$ cat config.mk
export PLATFORM = sky130hd
export DESIGN_NAME = alu_exec_unit
export DESIGN_NICKNAME = d
export VERILOG_FILES = /design/src/rtl/alu_pkg.sv /design/src/rtl/alu_shifter.sv /design/src/rtl/alu_exec_unit.sv
export SDC_FILE = /design/constraint.sdc
export NUM_CORES = 1
export LEC_CHECK = 0
export BUFFER_PORTS_ARGS = -buffer_cell sky130_fd_sc_hd__buf_2
export CORE_AREA = 2 2 117 119
export DETAILED_ROUTE_END_ITERATION = 10
export DIE_AREA = 0 0 119 121
export PLACE_DENSITY_LB_ADDON = 0.15
export SLEW_MARGIN = 20
export SYNTH_ARGS = -nofsm -noshare
export SYNTH_HDL_FRONTEND = slang
export SYNTH_SLANG_ARGS = --single-unit
$ cat constraint.sdc
create_clock -name clk -period 14 [get_ports clk]
set_clock_uncertainty 0.15 [all_clocks]
set_input_delay 1.4 -clock clk [delete_from_list [all_inputs] [get_ports clk]]
set_output_delay 1.4 -clock clk [all_outputs]
set_load 0.02 [all_outputs]
$ cat src/rtl/alu_pkg.sv
// Shared definitions for the execute-stage ALU: funct codes and FSM states.
// Also used by the ALU control decoder so both sides agree on the encodings.
package alu_pkg;

    localparam logic [5:0] ALU_ADDU = 6'b001001;
    localparam logic [5:0] ALU_SUBU = 6'b001010;
    localparam logic [5:0] ALU_AND  = 6'b010001;
    localparam logic [5:0] ALU_SLL  = 6'b100001;

    typedef enum logic [1:0] {
        StIdle  = 2'd0,
        StShift = 2'd1,
        StDone  = 2'd2
    } alu_state_e;

endpackage

$ cat src/rtl/alu_shifter.sv
// Shift-left-logical engine: one bit per cycle by default, or a single-cycle
// barrel shifter when ALU_FAST_SHIFT_EN is defined.
module alu_shifter #(
    parameter int unsigned WIDTH = 32,
    parameter int unsigned SHW   = 5
) (
    input  logic             clk,
    input  logic             rst_n,
    input  logic             start,
    input  logic [WIDTH-1:0] data_in,
    input  logic [SHW-1:0]   amount,
    output logic             done,
    output logic [WIDTH-1:0] data_out
);

`ifdef ALU_FAST_SHIFT_EN

    logic unused_clk;
    assign unused_clk = clk ^ rst_n;
    assign data_out   = data_in << amount;
    assign done       = start;

`else

    logic [WIDTH-1:0] work_q;
    logic [SHW-1:0]   cnt_q;

    always_ff @(posedge clk) begin
        if (!rst_n) begin
            work_q <= '0;
            cnt_q  <= '0;
        end else if (start) begin
            work_q <= data_in;
            cnt_q  <= amount;
        end else if (cnt_q != '0) begin
            work_q <= {work_q[WIDTH-2:0], 1'b0};
            cnt_q  <= cnt_q - SHW'(1);
        end
    end

    // Done flags the final step; data_out is the value that step produces.
    assign done     = (cnt_q == SHW'(1));
    assign data_out = {work_q[WIDTH-2:0], 1'b0};

`endif

endmodule

$ cat src/rtl/alu_exec_unit.sv
// Execute-stage ALU with valid/ready handshakes on request and result sides.
// Define ALU_FAST_SHIFT_EN to make sll single-cycle (no SHIFT state used).
module alu_exec_unit
    import alu_pkg::*;
#(
    parameter int unsigned WIDTH = 32,
    parameter int unsigned SHW   = 5
) (
    input  logic             clk,
    input  logic             rst_n,
    input  logic             in_valid,
    output logic             in_ready,
    input  logic [5:0]       funct,
    input  logic [WIDTH-1:0] src1,
    input  logic [WIDTH-1:0] src2,
    input  logic [SHW-1:0]   shamt,
    output logic             out_valid,
    input  logic             out_ready,
    output logic [WIDTH-1:0] result,
    output logic             zero,
    output logic             illegal
);

    alu_state_e       state_q, state_d;
    logic [WIDTH-1:0] result_q, result_d;
    logic             zero_q, zero_d;
    logic             illegal_q, illegal_d;
    logic             accept;
    logic             shift_start;
    logic             shift_done;
    logic [WIDTH-1:0] shift_data;

    assign accept = in_valid && in_ready;

    alu_shifter #(
        .WIDTH (WIDTH),
        .SHW   (SHW)
    ) u_shifter (
        .clk      (clk),
        .rst_n    (rst_n),
        .start    (shift_start),
        .data_in  (src2),
        .amount   (shamt),
        .done     (shift_done),
        .data_out (shift_data)
    );

    always_comb begin
        state_d     = state_q;
        result_d    = result_q;
        zero_d      = zero_q;
        illegal_d   = illegal_q;
        shift_start = 1'b0;
        unique case (state_q)
            StIdle: begin
                if (accept) begin
                    state_d   = StDone;
                    illegal_d = 1'b0;
                    case (funct)
                        ALU_ADDU: result_d = src1 + src2;
                        ALU_SUBU: result_d = src1 - src2;
                        ALU_AND:  result_d = src1 & src2;
                        ALU_SLL: begin
`ifdef ALU_FAST_SHIFT_EN
                            result_d = shift_data;
`else
                            if (shamt != '0) begin
                                shift_start = 1'b1;
                                state_d     = StShift;
                            end else begin
                                result_d = src2;
                            end
`endif
                        end
                        default: begin
                            result_d  = '0;
                            illegal_d = 1'b1;
                        end
                    endcase
                    zero_d = (result_d == '0);
                end
            end
            StShift: begin
                if (shift_done) begin
                    result_d = shift_data;
                    zero_d   = (shift_data == '0);
                    state_d  = StDone;
                end
            end
            StDone: begin
                if (out_ready) begin
                    state_d = StIdle;
                end
            end
            default: state_d = StIdle;
        endcase
    end

    always_ff @(posedge clk) begin
        if (!rst_n) begin
            state_q   <= StIdle;
            result_q  <= '0;
            zero_q    <= 1'b0;
            illegal_q <= 1'b0;
        end else begin
            state_q   <= state_d;
            result_q  <= result_d;
            zero_q    <= zero_d;
            illegal_q <= illegal_d;
        end
    end

    assign in_ready  = (state_q == StIdle);
    assign out_valid = (state_q == StDone);
    assign result    = result_q;
    assign zero      = zero_q;
    assign illegal   = illegal_q;

endmodule

==> flow_metrics.py, run 1 <==
metrics = {
    "outcome": {
        "run_status": "complete, no violations",
    },
    "synth": {
        "synth_nets": 1056,
        "synth_edf_count": 0,
        "syn_area_um2": 7090,
        "yosys_register_bits": 72,
        "synth.avg_cell_area_um2": 7.55,
        "postSynthCellCount": 940,
        "ys_warn_count": 0,
        "synth-seq-area-share": 0.203,
        "synth_ff_type": "dfxtp_1",
        "yosysUniqueCellTypes": 79,
        "async_reset_ff_frac": 0,
    },
    "run": {
        "cap_violations": 0,
    },
    "clock_network": {
        "cts_resized": 0,
        "clkTransAtPathRegs_ps": 60,
        "htreeDepth": 3,
        "clock_path_buffers": 2,
        "cts_buffers": 9,
        "cts_setup_buffers": 0,
        "tritoncts": "built",
        "cts-root-buf": "clkbuf_16",
        "insertion_delay_ps": 340,
        "cts_sinks": 72,
        "holdBufCountCts": 0,
    },
    "global_routing": {
        "antenna_found_initial": 0,
        "grt_pass1_wl_mm": 37.4,
        "grtUsageTotal": 0.331,
        "grt_max_degree": 75,
        "grt_pass1_vias": 6958,
        "overflow": 0,
    },
    "pwr": {
        "power_frac_clock": 0.318,
        "leakagePower_nw": 3.81,
        "ir_worst_vdd_mv": 0.104,
        "p_switching_w": 0.000278,
        "p_sw_frac": 0.357,
        "seqPwrFrac": 0.290,
        "power_density_nw_per_um2": 98.1,
        "p_comb_frac": 0.391,
        "p_int_w": 0.000501,
    },
    "timing": {
        "rsz0062_at_grt": "no",
        "slew_headroom": 0.306,
        "hold_violations": 0,
        "tns_ps": 0,
        "period_minus_slack_ps": 6610,
        "tightest_slew_ps": 1040,
        "timing.fmax_mhz": 151,
        "min_period_over_period": 0.472,
        "setup_violations": 0,
        "slew_viol_final": 0,
    },
    "place": {
        "io_buffers": 114,
        "gp_congestion": 0.920,
        "dpl.hpwl_mm": 18.2,
    },
    "critical_path": {
        "cp.arrival_ps": 6710,
        "startpoint_type": "input port",
        "cpMostUsedCell": "a21oi_1",
        "cp_max_fo": 8,
        "cp-end-kind": "flop",
        "required_ps": 14090,
        "crit_chain": "buf_2, nor3_1, and3_1, nand3_1, nor4b_1, a21oi_1, xnor2_1, ha_1, nand2_1, nor4_1, o21ai_1, a21oi_1, nor2_1, a211oi_1, and4_2, nand4_1, o41ai_2",
        "slowest_stage": "nor4b_1",
        "critPathMaxStageDelay_ps": 860,
        "cp-startpoint": "src2[2]",
        "criticalPathCategory": "input port to flop",
        "r2r-start": "state_q[1]$_SDFFE_PN0P_",
    },
    "layout": {
        "diodes": 0,
        "area.growth.synth_to_final_pct": 11.9,
        "final_util": 0.607,
        "final_nets": 1121,
        "final_cell_mix": "114 x buf_2, 104 x nand2_1, 82 x a21oi_1",
        "layout.cells.most_common": "buf_2",
        "drive_above_1_share": 0.165,
    },
    "floorplan": {
        "rows": 42,
        "core-area_um2": 13100,
        "die_h_um": 121,
        "start_util": 0.542,
        "dieArea_um2": 14400,
        "die_width_um": 119,
        "pin_count": 115,
    },
    "min_path": {
        "hp-start": "result[1]$_SDFFE_PN0P_",
        "min_path_type": "flop to flop",
    },
    "drt": {
        "dr.pass1.iters": 6,
        "drt-wirelength-per-cell_um": 20.5,
        "ant_nets": 0,
        "vias": 7602,
        "avgViaCountPerCell": 6.41,
        "wl_mm": 24.3,
        "drt_iter0_markers": 814,
        "remaining_drc_errors": 0,
    },
}
-- flip-flops by register name, summed over array words and instances, names as in the netlist --
| register | count |
|---|---|
| illegal | 1 |
| result | 32 |
| state_q | 2 |
| u_shifter.cnt_q | 5 |
| u_shifter.work_q | 31 |
| zero | 1 |
-- final timing paths --
check | endpoint | slack [ps] | cells past startpoint
min reg2reg | result[1]$_SDFFE_PN0P_ | 330 | 2
min | result[1]$_SDFFE_PN0P_ | 330 | 2
max | zero$_SDFFE_PN0P_ | 7390 | 17
max reg2reg | zero$_SDFFE_PN0P_ | 10850 | 11
-- power groups by stage --
stage	Combinational, W	Sequential [W]	Clock (W)
after global placement	0.000297	0.000230	0
final	0.000305	0.000226	0.000248
after global routing	0.000329	0.000227	0.000259
after CTS	0.000300	0.000226	0.000250
after detailed placement	0.000300	0.000230	0
after floorplan	0.000227	0.000229	0
-- cell type report --
cell class,instances,area (um^2)
clock buffer,10,239
clock inverter,6,82.6
fill,1283,5150
inverter,15,56.3
multi-input combinational,784,5260
sequential,72,1440
tap,176,220
timing repair buffer,123,638
-- Yosys cell counts, types with 28 or more instances --
master	n	area share
o211a_1	29	0.041
nand2_1	104	0.055
nor2_1	79	0.042
o21ai_0	51	0.036
xnor2_1	37	0.046
ha_1	36	0.064
dfxtp_1	72	0.20
clkbuf_1	51	0.027
nor2b_1	28	0.025
a21oi_1	82	0.058
mux2i_1	44	0.062
-- layer usage --
metal  track usage  share of wire  up-vias
met4         0.161          0.051        0
met3        0.0503          0.072       77
met5             0              0        -
met1         0.409           0.40     3560
li1              -              -     3612
met2         0.564           0.48      353
-- per-stage QoR --
| stage | worst slack, ps | hold slack, ps | instance area [um^2] | total power, W | cells |
|---|---|---|---|---|---|
| floorplan | 8390 | 317 | 7090 | 0.000456 | 940 |
| global placement | 7430 | 326 | 7610 | 0.000527 | 1170 |
| detailed placement | 7330 | 324 | 7610 | 0.000529 | 1170 |
| CTS | 7640 | 333 | 7930 | 0.000776 | 1186 |
| global route | 7030 | 371 | 7940 | 0.000815 | 1186 |
| finish | 7390 | 332 | 7940 | 0.000778 | 1186 |
-- critical path, delay by kind of cell --
family                     cells  cell delay [ps]
xor gates and xnor gates       1              170
and+or+nand+nor                9             2920
adders and majority gates      1              410
AOI/OAI and AO/OA              5             1660
buffers and inverters          1              140
-- logic make-up after synthesis --
family / after synthesis / share of synthesized area
AOI/OAI and AO/OA: 309 / 0.304
DFF: 72 / 0.203
muxes: 46 / 0.0653
adders and majority gates: 37 / 0.0663
buffers and inverters: 84 / 0.0584
xor gates and xnor gates: 52 / 0.0642
and+or+nand+nor: 340 / 0.238
(Power assumes the default switching activity.)
==> run 2: changes to the inputs <==
--- a/config.mk
+++ b/config.mk
@@ -5,10 +5,11 @@
 export SDC_FILE = /design/constraint.sdc
 export NUM_CORES = 1
 export LEC_CHECK = 0
+export ABC_AREA = 1
 export BUFFER_PORTS_ARGS = -buffer_cell sky130_fd_sc_hd__buf_2
-export CORE_AREA = 2 2 117 119
+export CORE_AREA = 2 2 123 125
 export DETAILED_ROUTE_END_ITERATION = 10
-export DIE_AREA = 0 0 119 121
+export DIE_AREA = 0 0 125 127
 export PLACE_DENSITY_LB_ADDON = 0.15
 export SLEW_MARGIN = 20
 export SYNTH_ARGS = -nofsm -noshare
==> constraint.sdc (replaced) <==
create_clock -name clk -period 6.1 [get_ports clk]
set_clock_uncertainty 0.15 [all_clocks]
set_input_delay 0.61 -clock clk [delete_from_list [all_inputs] [get_ports clk]]
set_output_delay 0.61 -clock clk [all_outputs]
set_load 0.02 [all_outputs]
==> run 2 against run 1 <==
Net effect: design area grew 11%; sequential cell count is the same; synthesized area grew 11%; register-to-register slack lost 7400 ps; combinational power grew 120%; via count grew 21%; clock power grew 110%; largest cell class unchanged.
==> flow_metrics.py, run 2 <==
metrics = {
    "outcome": {
        "run_status": "complete, no violations",
    },
    "pwr": {
        "power_density_nw_per_um2": 195,
        "total_power_w": 0.00171,
        "ir_worst_vdd_mv": 0.303,
        "leakagePower_nw": 4.48,
    },
    "synth": {
        "synth_edf_count": 0,
        "netlist.top_cell.by_area": "dfxtp_1",
        "synthMuxAreaShare": 0,
        "synth_top_family_by_area": "simple AND/OR/NAND/NOR gates",
        "async_reset_ff_frac": 0,
        "netlist_top_cells_count": "368 x nand2_1, 230 x inv_1, 120 x o21ai_0, 116 x nand3_1, 112 x a21oi_1",
        "synth_adder_area_share": 0.0597,
        "yosys.area_share.simple": 0.384,
        "yosysMostFrequentCell": "nand2_1",
        "synth_nets": 1514,
        "ys_warn_count": 0,
        "postSynthCellCount": 1398,
        "synth_top_area_share": 0.183,
        "synth-seq-area-share": 0.183,
        "synth.avg_cell_area_um2": 5.64,
        "synthTopCellsByArea": "dfxtp_1 18%, nand2_1 18%, inv_1 11%, o21ai_0 7.6%, nand3_1 7.4%",
        "synth_xor_area_frac": 0.0389,
        "yosysUniqueCellTypes": 47,
        "synth_compound_area_frac": 0.190,
        "yosys_register_bits": 72,
        "syn_area_um2": 7890,
        "synth_ff_type": "dfxtp_1",
    },
    "clock_network": {
        "clock_path_buffers": 2,
        "cts_setup_buffers": 0,
        "clkTransAtPathRegs_ps": 60,
        "tritoncts": "built",
        "cts_buffers": 9,
        "cts_sinks": 72,
        "holdBufCountCts": 0,
        "insertion_delay_ps": 340,
        "cts_resized": 0,
        "htreeDepth": 3,
        "cts-root-buf": "clkbuf_16",
    },
    "drt": {
        "avgViaCountPerCell": 5.53,
        "drt_iter0_markers": 1103,
        "drt-wirelength-per-cell_um": 16.4,
        "wl_mm": 27.4,
        "ant_nets": 0,
        "remaining_drc_errors": 0,
        "dr.pass1.iters": 7,
        "vias": 9216,
    },
    "layout": {
        "layout.cells.most_common": "nand2_1",
        "fillCellCount": 1541,
        "multi_input_area_um2": 5320,
        "drive_above_1_share": 0.121,
        "fin_area_um2": 8780,
        "seq_area_um2": 1440,
        "final_cell_mix": "368 x nand2_1, 229 x inv_1, 120 x o21ai_0",
        "fin_cells": 1668,
        "final_nets": 1595,
        "diodes": 0,
        "area.growth.synth_to_final_pct": 11.4,
        "largest_reg_flops": 32,
    },
    "floorplan": {
        "dieArea_um2": 15900,
        "pin_count": 115,
        "start_util": 0.547,
        "die_width_um": 125,
        "die_h_um": 127,
        "rows": 44,
        "core-area_um2": 14400,
    },
    "timing": {
        "hold_ws_ps": 336,
        "tns_ps": 0,
        "setup_violations": 0,
        "timing.fmax_mhz": 224,
        "rsz0062_at_grt": "no",
        "slew_headroom": 0.314,
        "hold_violations": 0,
        "period_minus_slack_ps": 4460,
        "tightest_slew_ps": 1020,
        "min_period_over_period": 0.731,
        "slew_viol_final": 0,
    },
    "place": {
        "placedInstanceArea_um2": 8500,
        "io_buffers": 114,
        "dpl.hpwl_mm": 21.7,
        "gp_congestion": 1.02,
        "dp_cells": 1652,
    },
    "min_path": {
        "min_to": "result[2]$_SDFFE_PN0P_",
        "min_path_type": "flop to flop",
        "hp-start": "result[2]$_SDFFE_PN0P_",
        "holdPathStages": 2,
    },
    "global_routing": {
        "grt_pass1_wl_mm": 42.4,
        "grtUsageTotal": 0.332,
        "grt_max_degree": 60,
        "overflow": 0,
        "grt_pass1_vias": 8159,
        "antenna_found_initial": 0,
    },
    "critical_path": {
        "r2r-start": "state_q[0]$_SDFFE_PN0P_",
        "rr_endpoint": "result[26]$_SDFFE_PN0P_",
        "startpoint_type": "input port",
        "required_ps": 6220,
        "reg2reg_slack_ps": 3400,
        "rr_worst_depth": 9,
        "cp_max_fo": 18,
        "cp.arrival_ps": 4580,
        "cp-end-kind": "flop",
        "criticalPathCategory": "input port to flop",
    },
    "run": {
        "cap_violations": 0,
    },
}
==> run 2: cell count changes in the layout (fill, tap and decap cells not counted), moves of 29 or more <==
cell	change
a21oi_1	+30
inv_1	+214
mux2i_1	-44
nand2_1	+264
nand3_1	+101
o211a_1	-29
o21ai_0	+69
xnor2_1	-34
==> run 2: routing by layer <==
layer  vias up  track usage  share of wire
met3        46       0.0448          0.086
li1       4675            -              -
met5         -            0              0
met4         0       0.0856          0.020
met2       415        0.525           0.44
met1      4080        0.478           0.46
==> run 2: critical path, cell delays in order <==
cell and delay, ps:
buf_2 90, inv_1 40, nand2_1 70, inv_1 50
nand2_1 470, inv_1 420, or2_2 380, o21ai_0 160
inv_1 110, fa_1 440, inv_1 90, nand2_1 50
nand2_1 80, nand3_1 100, nand2_1 140, nand2_1 90
nand2_1 140, nand3_1 120, nand2_1 100, nand2_1 50
nand3_1 120, nand2_1 180, inv_1 90, nand2_1 60
nor2_1 110, nand3_1 100, a21oi_2 130
==> run 2: area by class of cell <==
| cell class | instances | share of cell area |
|---|---|---|
| Multi-Input combinational cell | 1036 | 0.605 |
| Clock inverter | 4 | 0.00513 |
| Clock buffer | 12 | 0.0269 |
| Sequential cell | 72 | 0.164 |
| Timing Repair Buffer | 118 | 0.0684 |
| Tap cell | 184 | 0.0262 |
| Inverter | 242 | 0.104 |
==> run 2: worst max-delay path by stage <==
| stage | from | to |
|---|---|---|
| after floorplan | src2[0] | zero$_SDFFE_PN0P_ |
| after global placement | funct[4] | zero$_SDFFE_PN0P_ |
| after detailed placement | funct[0] | zero$_SDFFE_PN0P_ |
| after CTS | funct[0] | zero$_SDFFE_PN0P_ |
| after global routing | funct[0] | zero$_SDFFE_PN0P_ |
| final | funct[0] | zero$_SDFFE_PN0P_ |
==> run 2: cell families (layout without fill, tap and decap cells) <==
group                      after synthesis  after routing
xor gates and xnor gates                35             35
DFF                                     72             72
buffers and inverters                  290            376
and+or+nand+nor                        687            687
AOI/OAI and AO/OA                      277            277
adders and majority gates               37             37
==> run 2: power by group <==
group / internal (W) / switching [W] / total [W]
combinational: 0.000215 / 0.000471 / 0.000686
sequential: 0.000497 / 0.0000173 / 0.000515
clock: 0.000315 / 0.000195 / 0.000510
==> run 2: stage by stage <==
stage               setup slack [ps]   util
finish                          1640  0.609
global route                    1240  0.609
detailed placement              1400  0.589
floorplan                       2510      -
CTS                             1760  0.609
global placement                1450  0.589
==> run 3: changes to the inputs <==
--- a/config.mk
+++ b/config.mk
@@ -5,11 +5,11 @@
 export SDC_FILE = /design/constraint.sdc
 export NUM_CORES = 1
 export LEC_CHECK = 0
-export ABC_AREA = 1
+export ABC_AREA = 0
 export BUFFER_PORTS_ARGS = -buffer_cell sky130_fd_sc_hd__buf_2
-export CORE_AREA = 2 2 123 125
+export CORE_AREA = 2 2 119 121
 export DETAILED_ROUTE_END_ITERATION = 10
-export DIE_AREA = 0 0 125 127
+export DIE_AREA = 0 0 121 123
 export PLACE_DENSITY_LB_ADDON = 0.15
 export SLEW_MARGIN = 20
 export SYNTH_ARGS = -nofsm -noshare
==> constraint.sdc (replaced) <==
create_clock -name clk -period 4.05 [get_ports clk]
set_clock_uncertainty 0.15 [all_clocks]
set_input_delay 0.405 -clock clk [delete_from_list [all_inputs] [get_ports clk]]
set_output_delay 0.405 -clock clk [all_outputs]
set_load 0.02 [all_outputs]
==> run 3 against run 2 <==
Net effect: the run now ends with setup timing left; sequential power increased by 51%; core utilization up 13 points; sequential share of layout area shrank 2.1 points; die area fell by 6.2%; cell count fell by 16%; combinational power up 97%; design area rose by 15%; non-clock buffer count increased by 213; first-iteration DRC count is 38% lower; critical path depth decreased by 5; critical endpoint unchanged; largest cell class unchanged.
==> flow_metrics.py, run 3 (synthesis results as in run 1) <==
metrics = {
    "outcome": {
        "run_status": "complete, but fails checks",
        "violations": "setup timing",
    },
    "global_routing": {
        "grt_pass1_wl_mm": 42.0,
        "antenna_found_initial": 0,
        "grtUsageTotal": 0.365,
        "overflow": 0,
        "grt_max_degree": 74,
        "grt_pass1_vias": 8068,
    },
    "critical_path": {
        "startpoint_type": "input port",
        "criticalPathCategory": "input port to flop",
        "cp_max_fo": 5,
        "crit_chain": "buf_6, inv_4, ha_4, nand2b_4, or4_4, nor2_4, nand2_2, nor2_4, nand2_4, o31ai_4, xor2_1, ha_1, nand2_4, nor4_4, o21ai_4, buf_6, a21oi_2, nor2_1, a211oi_2, and4_2, nand4_1, o41ai_2",
        "critPathMaxStageDelay_ps": 450,
        "rr_endpoint": "zero$_SDFFE_PN0P_",
        "rr_worst_depth": 10,
        "cp-startpoint": "src2[1]",
        "slowest_stage": "or4_4",
        "path_buf_inv": 3,
        "cp-endpoint": "zero$_SDFFE_PN0P_",
        "required_ps": 4150,
        "reg2reg_slack_ps": 1120,
        "r2r-start": "state_q[1]$_SDFFE_PN0P_",
        "path_depth": 22,
        "cp.arrival_ps": 4340,
        "cp-end-kind": "flop",
        "crit_family": "simple AND/OR/NAND/NOR gates",
    },
    "floorplan": {
        "dieArea_um2": 14900,
        "pin_count": 115,
        "die_width_um": 121,
        "core-area_um2": 13600,
        "die_h_um": 123,
        "start_util": 0.521,
        "rows": 43,
    },
    "layout": {
        "final_cell_mix": "205 x buf_4, 112 x buf_2, 100 x nand2_1",
        "final_nets": 1329,
        "diodes": 0,
        "layout.cells.most_common": "buf_4",
        "final_util": 0.741,
        "fin_cells": 1398,
        "largest_reg_flops": 32,
        "area.growth.synth_to_final_pct": 42.1,
        "drive_above_1_share": 0.369,
    },
    "timing": {
        "hold_violations": 0,
        "hold_ws_ps": 181,
        "rsz0062_at_grt": "yes",
        "period_minus_slack_ps": 4240,
        "setup_violations": 2,
        "tightest_slew_ps": 1030,
        "min_period_over_period": 1.05,
        "tns_ps": -196,
        "timing.fmax_mhz": 236,
        "slew_headroom": 0.316,
        "slew_viol_final": 0,
        "layout_setup_ws_ps": -189,
    },
    "clock_network": {
        "cts-root-buf": "clkbuf_16",
        "cts_buffers": 9,
        "tritoncts": "built",
        "clock_path_buffers": 2,
        "htreeDepth": 3,
        "holdBufCountCts": 0,
        "insertion_delay_ps": 340,
        "cts_sinks": 72,
        "clkTransAtPathRegs_ps": 60,
    },
    "pwr": {
        "ir_worst_vdd_mv": 0.291,
        "leakagePower_nw": 4.97,
        "power_density_nw_per_um2": 292,
    },
    "min_path": {
        "holdPathStages": 2,
        "min_path_type": "input port to flop",
    },
    "drt": {
        "wl_mm": 27.9,
        "drt_iter0_markers": 689,
        "avgViaCountPerCell": 6.22,
        "drt-wirelength-per-cell_um": 19.9,
        "ant_nets": 0,
        "vias": 8694,
        "dr.pass1.iters": 5,
        "remaining_drc_errors": 0,
    },
    "place": {
        "io_buffers": 114,
        "dp_cells": 1361,
        "gp_congestion": 1.00,
        "dpl.hpwl_mm": 21.1,
        "dp_slack_ps": -823,
    },
    "run": {
        "cap_violations": 0,
    },
}
## run 3: layout make-up
| cell class | instances | area, um^2 |
|---|---|---|
| clock buffers | 11 | 253 |
| inverters | 15 | 61.3 |
| flip-flops and latches | 72 | 1440 |
| multi-input cells | 784 | 5760 |
| well taps | 180 | 225 |
| clock inverters | 5 | 55.1 |
| repair buffers | 331 | 2290 |
| fillers | 1093 | 3530 |
## run 3: metal layers
layer / GRT usage / wire length (um)
met2: 0.635 / 13400
met5: 0 / 0
met1: 0.426 / 10600
met4: 0.225 / 1870
met3: 0.0480 / 1950
## run 3: what timing repair did
item                       4_1_cts  5_1_grt
pin swaps                       17       41
setup endpoints to repair       11       16
gates resized for setup         31       90
buffers inserted                 7       15
## run 3: report_power, final
part / switching [W] / leakage (nW) / internal, W / total, W
Combinational: 0.000707 / 4.24 / 0.000638 / 0.00135
Clock: 0.000316 / 0.148 / 0.000508 / 0.000824
Sequential: 0.0000341 / 0.582 / 0.000744 / 0.000779
## run 3: worst min path at each step
stage,start,endpoint,slack (ps)
3_3_place_gp,result[23]$_SDFFE_PN0P_,result[23]$_SDFFE_PN0P_,330
3_5_place_dp,result[1]$_SDFFE_PN0P_,result[1]$_SDFFE_PN0P_,330
4_1_cts,shamt[4],u_shifter.cnt_q[4]$_SDFFE_PN0P_,180
6_report,shamt[4],u_shifter.cnt_q[4]$_SDFFE_PN0P_,180
2_1_floorplan,u_shifter.work_q[0]$_SDFFE_PN0P_,u_shifter.work_q[0]$_SDFFE_PN0P_,320
5_1_grt,shamt[4],u_shifter.cnt_q[4]$_SDFFE_PN0P_,190
## run 3: through the flow
stage,instance area (um^2),power [W]
final,10100,0.00295
after global routing,10100,0.00308
after CTS,9610,0.00286
after detailed placement,9120,0.00202
after global placement,9120,0.00201
after floorplan,7160,0.00158
